$ cat src/rtl/dcmctrl_spi_master.sv
// SPI mode-0 initiator for the dcmctrl register port: one command becomes one
// chip-select-framed burst made of a header byte {write, addr} followed by data bytes.
module dcmctrl_spi_master #(
    parameter int CLK_DIV    = 8,
    parameter int GAP_CYCLES = 8,
    parameter int CS_SETUP   = 4
) (
    input  logic       i_clk,
    input  logic       i_reset,
    input  logic       i_cmd_valid,
    output logic       o_cmd_ready,
    input  logic       i_cmd_write,
    input  logic [6:0] i_cmd_addr,
    input  logic [4:0] i_cmd_len,
    input  logic [7:0] i_wr_data,
    input  logic       i_wr_valid,
    output logic       o_wr_ready,
    output logic [7:0] o_rd_data,
    output logic       o_rd_valid,
    output logic       o_busy,
    output logic       o_spi_ss,
    output logic       o_spi_clk,
    output logic       o_spi_mosi,
    input  logic       i_spi_miso
);

    typedef enum logic [2:0] {
        ST_IDLE,
        ST_SETUP,
        ST_LOAD,
        ST_SHIFT,
        ST_GAP,
        ST_HOLD
    } state_t;

    localparam logic [15:0] DIV_LD = 16'(CLK_DIV - 1);
    localparam logic [15:0] GAP_LD = 16'(GAP_CYCLES - 1);
    localparam logic [15:0] CS_LD  = 16'(CS_SETUP - 1);

    state_t      r_state;
    state_t      w_next;
    logic [15:0] r_div;
    logic [2:0]  r_bit;
    logic [4:0]  r_left;
    logic        r_write;
    logic [6:0]  r_addr;
    logic        r_header;
    logic [7:0]  r_tx;
    logic [7:0]  r_rx;
    logic        r_ss;
    logic        r_sclk;
    logic        r_mosi;
    logic [7:0]  r_rd_data;
    logic        r_rd_valid;

    logic        w_div_zero;
    logic        w_load_go;
    logic        w_byte_done;
    logic [7:0]  w_load_byte;

    assign w_div_zero  = (r_div == 16'd0);
    // A write data byte may stall LOAD indefinitely; header and read bytes never do.
    assign w_load_go   = (r_state == ST_LOAD) && (r_header || !r_write || i_wr_valid);
    assign w_byte_done = (r_state == ST_SHIFT) && w_div_zero && r_sclk && (r_bit == 3'd7);
    assign w_load_byte = r_header ? {r_write, r_addr} : (r_write ? i_wr_data : 8'h00);

    always_ff @(posedge i_clk or posedge i_reset) begin
        if (i_reset) begin
            r_state <= ST_IDLE;
        end else begin
            r_state <= w_next;
        end
    end

    always_comb begin
        w_next      = r_state;
        o_cmd_ready = (r_state == ST_IDLE);
        o_busy      = (r_state != ST_IDLE);
        o_wr_ready  = w_load_go && !r_header && r_write;
        case (r_state)
            ST_IDLE:  if (i_cmd_valid) w_next = ST_SETUP;
            ST_SETUP: if (w_div_zero) w_next = ST_LOAD;
            ST_LOAD:  if (w_load_go) w_next = ST_SHIFT;
            ST_SHIFT: if (w_byte_done) w_next = (r_left == 5'd0) ? ST_HOLD : ST_GAP;
            ST_GAP:   if (w_div_zero) w_next = ST_LOAD;
            ST_HOLD:  if (w_div_zero) w_next = ST_IDLE;
            default:  w_next = ST_IDLE;
        endcase
    end

    always_ff @(posedge i_clk or posedge i_reset) begin
        if (i_reset) begin
            r_div      <= 16'd0;
            r_bit      <= 3'd0;
            r_left     <= 5'd0;
            r_write    <= 1'b0;
            r_addr     <= 7'd0;
            r_header   <= 1'b0;
            r_tx       <= 8'h00;
            r_rx       <= 8'h00;
            r_ss       <= 1'b1;
            r_sclk     <= 1'b0;
            r_mosi     <= 1'b0;
            r_rd_data  <= 8'h00;
            r_rd_valid <= 1'b0;
        end else begin
            r_rd_valid <= 1'b0;
            case (r_state)
                ST_IDLE: begin
                    if (i_cmd_valid) begin
                        r_write  <= i_cmd_write;
                        r_addr   <= i_cmd_addr;
                        r_left   <= i_cmd_len;
                        r_header <= 1'b1;
                        r_ss     <= 1'b0;
                        r_div    <= CS_LD;
                    end
                end
                ST_SETUP, ST_GAP: begin
                    if (!w_div_zero) r_div <= r_div - 16'd1;
                end
                ST_HOLD: begin
                    if (!w_div_zero) r_div <= r_div - 16'd1;
                    else             r_ss  <= 1'b1;
                end
                ST_LOAD: begin
                    if (w_load_go) begin
                        r_tx   <= w_load_byte;
                        r_mosi <= w_load_byte[7];
                        r_bit  <= 3'd0;
                        r_div  <= DIV_LD;
                    end
                end
                ST_SHIFT: begin
                    if (!w_div_zero) begin
                        r_div <= r_div - 16'd1;
                    end else if (!r_sclk) begin
                        r_div  <= DIV_LD;
                        r_sclk <= 1'b1;
                        r_rx   <= {r_rx[6:0], i_spi_miso};
                    end else begin
                        r_sclk <= 1'b0;
                        if (r_bit == 3'd7) begin
                            // The header's receive byte is meaningless and is dropped.
                            if (!r_write && !r_header) begin
                                r_rd_data  <= r_rx;
                                r_rd_valid <= 1'b1;
                            end
                            r_header <= 1'b0;
                            if (r_left == 5'd0) begin
                                r_div  <= CS_LD;
                                r_mosi <= 1'b0;
                            end else begin
                                r_left <= r_left - 5'd1;
                                r_div  <= GAP_LD;
                            end
                        end else begin
                            r_div  <= DIV_LD;
                            r_bit  <= r_bit + 3'd1;
                            r_tx   <= {r_tx[6:0], 1'b0};
                            r_mosi <= r_tx[6];
                        end
                    end
                end
                default: ;
            endcase
        end
    end

    assign o_spi_ss   = r_ss;
    assign o_spi_clk  = r_sclk;
    assign o_spi_mosi = r_mosi;
    assign o_rd_data  = r_rd_data;
    assign o_rd_valid = r_rd_valid;

endmodule

$ cat config.mk
export PLATFORM = sky130hd
export DESIGN_NAME = dcmctrl_spi_master
export DESIGN_NICKNAME = d
export VERILOG_FILES = /design/src/rtl/dcmctrl_spi_master.sv
export SDC_FILE = /design/constraint.sdc
export NUM_CORES = 1
export LEC_CHECK = 0
export ABC_AREA = 0
export CORE_ASPECT_RATIO = 0.75
export CORE_MARGIN = 2
export CORE_UTILIZATION = 30
export DETAILED_ROUTE_END_ITERATION = 10
export DONT_BUFFER_PORTS = 1
export PLACE_DENSITY = 0.54
export SLEW_MARGIN = 10
export SYNTH_ARGS = -nofsm -noshare
export SYNTH_HDL_FRONTEND = slang
export SYNTH_SLANG_ARGS = --single-unit
$ cat constraint.sdc
create_clock -name i_clk -period 5 [get_ports i_clk]
set_clock_uncertainty 0.15 [all_clocks]
set_input_delay 0.25 -clock i_clk [delete_from_list [all_inputs] [get_ports i_clk]]
set_output_delay 0.25 -clock i_clk [all_outputs]
set_load 0.01 [all_outputs]
==> run_results.csv <==
group,metric,value,unit
route,vias_per_cell,5.21,
floorplanning,die_h,94.7,um
power,leakage,1.70,nW
logic_synthesis,synth_area,3290,um^2
logic_synthesis,async_flop_share,1.00,
clock_network,tritoncts,"built",
sta,fin_crit_sh,0.628,
route,wirelength,7.62,mm
clock_network,insertion_delay,0.33,ns
placement,io_buffer_count,0,
sta,finalMaxSlewViolations,0,
route,drtIter0Drc,178,
logic_synthesis,ys_warn_count,0,
floorplanning,initial_core_util,0.304,
finish,stdcell_count,487,
power,total_power,0.00174,W
route,dr.pass1.iters,5,
power,p_clk_frac,0.358,
finish,diodes,0,
route,num_vias,2537,
clock_network,cts_resized,0,
route,drc_errors,0,
critical_path,worst-path-max-fanout,16,
placement,dpl.cell_count,458,
grt,antenna_found_initial,0,
grt,grt_pass1_wl,12.8,mm
floorplanning,io_pins,41,
logic_synthesis,syn_nets,366,
route,ant_nets,0,
sta,hold_viol,0,
critical_path,start_kind,"flop",
critical_path,crit_path_top_delay_cell,"or4_1",
critical_path,required,5.06,ns
clock_network,cts.sinks,63,
power,ir_drop,0.159,mV
power,p_comb_frac,0.221,
sta,setup_viol,0,
critical_path,path_buf_inv,1,
finish,multi_input_area,1570,um^2
sta,tightest_slew,0.925,ns
flow_run,drv_cap,0,
sta,fin_crit,3.14,ns
route,post_drt_wl_per_cell,15.6,um
placement,hpwl,5.37,mm
grt,grt.overflow.total,0,
power,power_frac_seq,0.420,
logic_synthesis,syn_inst,334,
power,switchingPower,0.000537,W
run_status,status,"finished, final reports clean",
finish,regArea,1580,um^2
sta,fmax,0.319,GHz
clock_network,clockBufferDepth,2,
critical_path,cp_cell_sequence,"inv_1, ha_1, nor4b_2, nand4_2, or2_1, or4_1, mux2_4",
finish,mostFrequentLayoutCells,"62 x dfrtp_1, 42 x nand2_1, 22 x nor2_1",
worst_hold_path,worstHoldPathType,"input pin to flop",
grt,globalRouteTotalUtil,0.138,
critical_path,worst-setup-path-type,"flop to flop",
logic_synthesis,synth_seq_cells,63,
sta,max_slew_margin,0.381,
floorplanning,die_w,125,um
floorplanning,core,10800,um^2
power,internal-power,0.00120,W
grt,first_global_vias,2499,
logic_synthesis,ys.flop_type,"dfrtp_1",
placement,gp_congestion,0.858,
clock_network,root_buffer,"clkbuf_16",
sta,rsz0062_at_grt,"no",
finish,fin_nets,375,
finish,drive_above_1_share,0.147,
floorplanning,rows,33,
finish,syn_to_final_growth,17.0,%
critical_path,critPathMaxStageDelay,0.76,ns
power,switching_share,0.309,
logic_synthesis,yosysSeqAreaShare,0.480,
grt,grt_max_degree,64,
sta,setup_tns,0,ns
finish,nFillCells,1095,
critical_path,endpoint_kind,"flop",
clock_network,cts.htree.levels,3,
logic_synthesis,synth_edf_count,0,
critical_path,cp.arrival,3.20,ns
logic_synthesis,synthDistinctLibCells,55,
finish,mostFrequentLayoutCell,"dfrtp_1",
logic_synthesis,syn_avg_cell_area,9.84,um^2
clock_network,cts-buffers-inserted,9,
floorplanning,dieArea,11800,um^2
critical_path,critPathTopFamily,"simple AND/OR/NAND/NOR gates",
power,cellPowerDensity,452,nW/um^2
clock_network,clk_pin_slew,0.05,ns
==> registers in the layout, indices dropped and copies added, names as in the netlist <==
register / cells
r_header: 1
r_tx: 7
r_write: 1
r_addr: 7
r_left: 5
o_spi_mosi: 1
o_rd_valid: 1
r_div: 16
o_spi_ss: 1
r_rx: 8
r_bit: 3
o_spi_clk: 1
r_state: 3
o_rd_data: 8
==> layer usage <==
| layer | track usage | part of all wire | vias to the layer above |
|---|---|---|---|
| met5 | 0 | 0 | - |
| met4 | 0.0537 | 0.017 | 0 |
| met3 | 0.0431 | 0.059 | 10 |
| met2 | 0.194 | 0.41 | 71 |
| met1 | 0.197 | 0.51 | 1220 |
| li1 | - | - | 1236 |
==> what timing repair did <==
item | in CTS | in global routing
hold buffers | 14 | 0
buffers inserted | 0 | 0
hold endpoints to repair | 75 | 0
==> logic make-up (layout without fill, tap and decap cells) <==
logic type                 Yosys count  after routing  synth area share
AOI/OAI and AO/OA                   82             82             0.170
xor gates and xnor gates             3              3           0.00799
adders and majority gates            6              6            0.0228
buffers and inverters               37             50            0.0460
DFF                                 63             63             0.480
muxes                               19             19            0.0731
and+or+nand+nor                    124            124             0.200
==> synthesized netlist by cell type (2+ instances only) <==
| cell | instances | area share |
|---|---|---|
| nor4_1 | 3 | 0.0057 |
| mux2_2 | 8 | 0.027 |
| nor2_1 | 22 | 0.025 |
| mux2i_1 | 3 | 0.0091 |
| o21ai_0 | 18 | 0.027 |
| or3_1 | 9 | 0.017 |
| nor4b_1 | 3 | 0.0080 |
| mux2_4 | 8 | 0.037 |
| or2_2 | 2 | 0.0038 |
| and3_1 | 2 | 0.0038 |
| o211ai_1 | 7 | 0.016 |
| nand3_1 | 8 | 0.012 |
| o31ai_1 | 3 | 0.0068 |
| a32oi_1 | 2 | 0.0053 |
| inv_1 | 18 | 0.021 |
| ha_1 | 6 | 0.023 |
| clkbuf_1 | 14 | 0.016 |
| o221a_2 | 6 | 0.021 |
| xnor2_1 | 3 | 0.0080 |
| or4_1 | 7 | 0.016 |
| nand4_1 | 2 | 0.0038 |
| nand2b_1 | 5 | 0.0095 |
| o22ai_1 | 3 | 0.0057 |
| o41ai_1 | 4 | 0.011 |
| nand2_1 | 42 | 0.048 |
| a221o_1 | 5 | 0.015 |
| dfrtp_1 | 62 | 0.47 |
| and2_1 | 2 | 0.0038 |
| a31oi_1 | 7 | 0.013 |
| nor3_1 | 8 | 0.012 |
| a21oi_1 | 18 | 0.027 |
==> layout make-up <==
cell class / instances / area share
timing repair buffer: 16 / 0.0403
clock buffer: 11 / 0.0657
sequential: 63 / 0.410
clock inverter: 4 / 0.0117
tap: 140 / 0.0455
multi-input combinational: 234 / 0.408
inverter: 19 / 0.0185
==> path summary, 6_finish.rpt <==
check / start / end / slack, ns / cells past startpoint
setup / recovery: r_div[0]$_DFFE_PP0P_ / o_rd_data[3]$_DFFE_PP0P_ / 1.86 / 7
hold / removal: i_cmd_len[0] / r_left[0]$_DFFE_PP0P_ / 0.02 / 3
setup reg to reg: r_div[0]$_DFFE_PP0P_ / o_rd_data[3]$_DFFE_PP0P_ / 1.86 / 7
hold reg to reg: r_addr[6]$_DFFE_PP0P_ / r_addr[6]$_DFFE_PP0P_ / 0.34 / 2
max in group asynchronous: i_reset / r_addr[2]$_DFFE_PP0P_ / 3.71 / 3
min in group asynchronous: i_reset / r_left[1]$_DFFE_PP0P_ / 0.47 / 3
==> worst reg2reg max path, delay by kind of cell, from the launching register on <==
kind	cells	cell delay (ns)
simple gates	4	1.83
flops	1	0.40
mux	1	0.39
fa+ha+maj	1	0.14
buf+inv	1	0.11
==> power by group through the flow <==
stage	combinational [W]	sequential (W)	clock, W
final	0.000385	0.000731	0.000623
after global routing	0.000439	0.000751	0.000661
after CTS	0.000387	0.000731	0.000636
after detailed placement	0.000379	0.000737	0
after global placement	0.000367	0.000734	0
after floorplan	0.000328	0.000696	0
==> through the flow <==
| stage | setup slack [ns] | hold WS, ns | util | area (um^2) |
|---|---|---|---|---|
| after floorplan | 2.51 | 0.205 | - | 3290 |
| after global placement | 1.99 | 0.210 | 0.315 | 3400 |
| after detailed placement | 1.90 | 0.211 | 0.315 | 3400 |
| after CTS | 1.89 | 0.0146 | 0.355 | 3840 |
| after global routing | 1.70 | 0.0395 | 0.356 | 3850 |
| final | 1.86 | 0.0205 | 0.356 | 3850 |
Note: power is estimated with default switching activity, not from simulation.
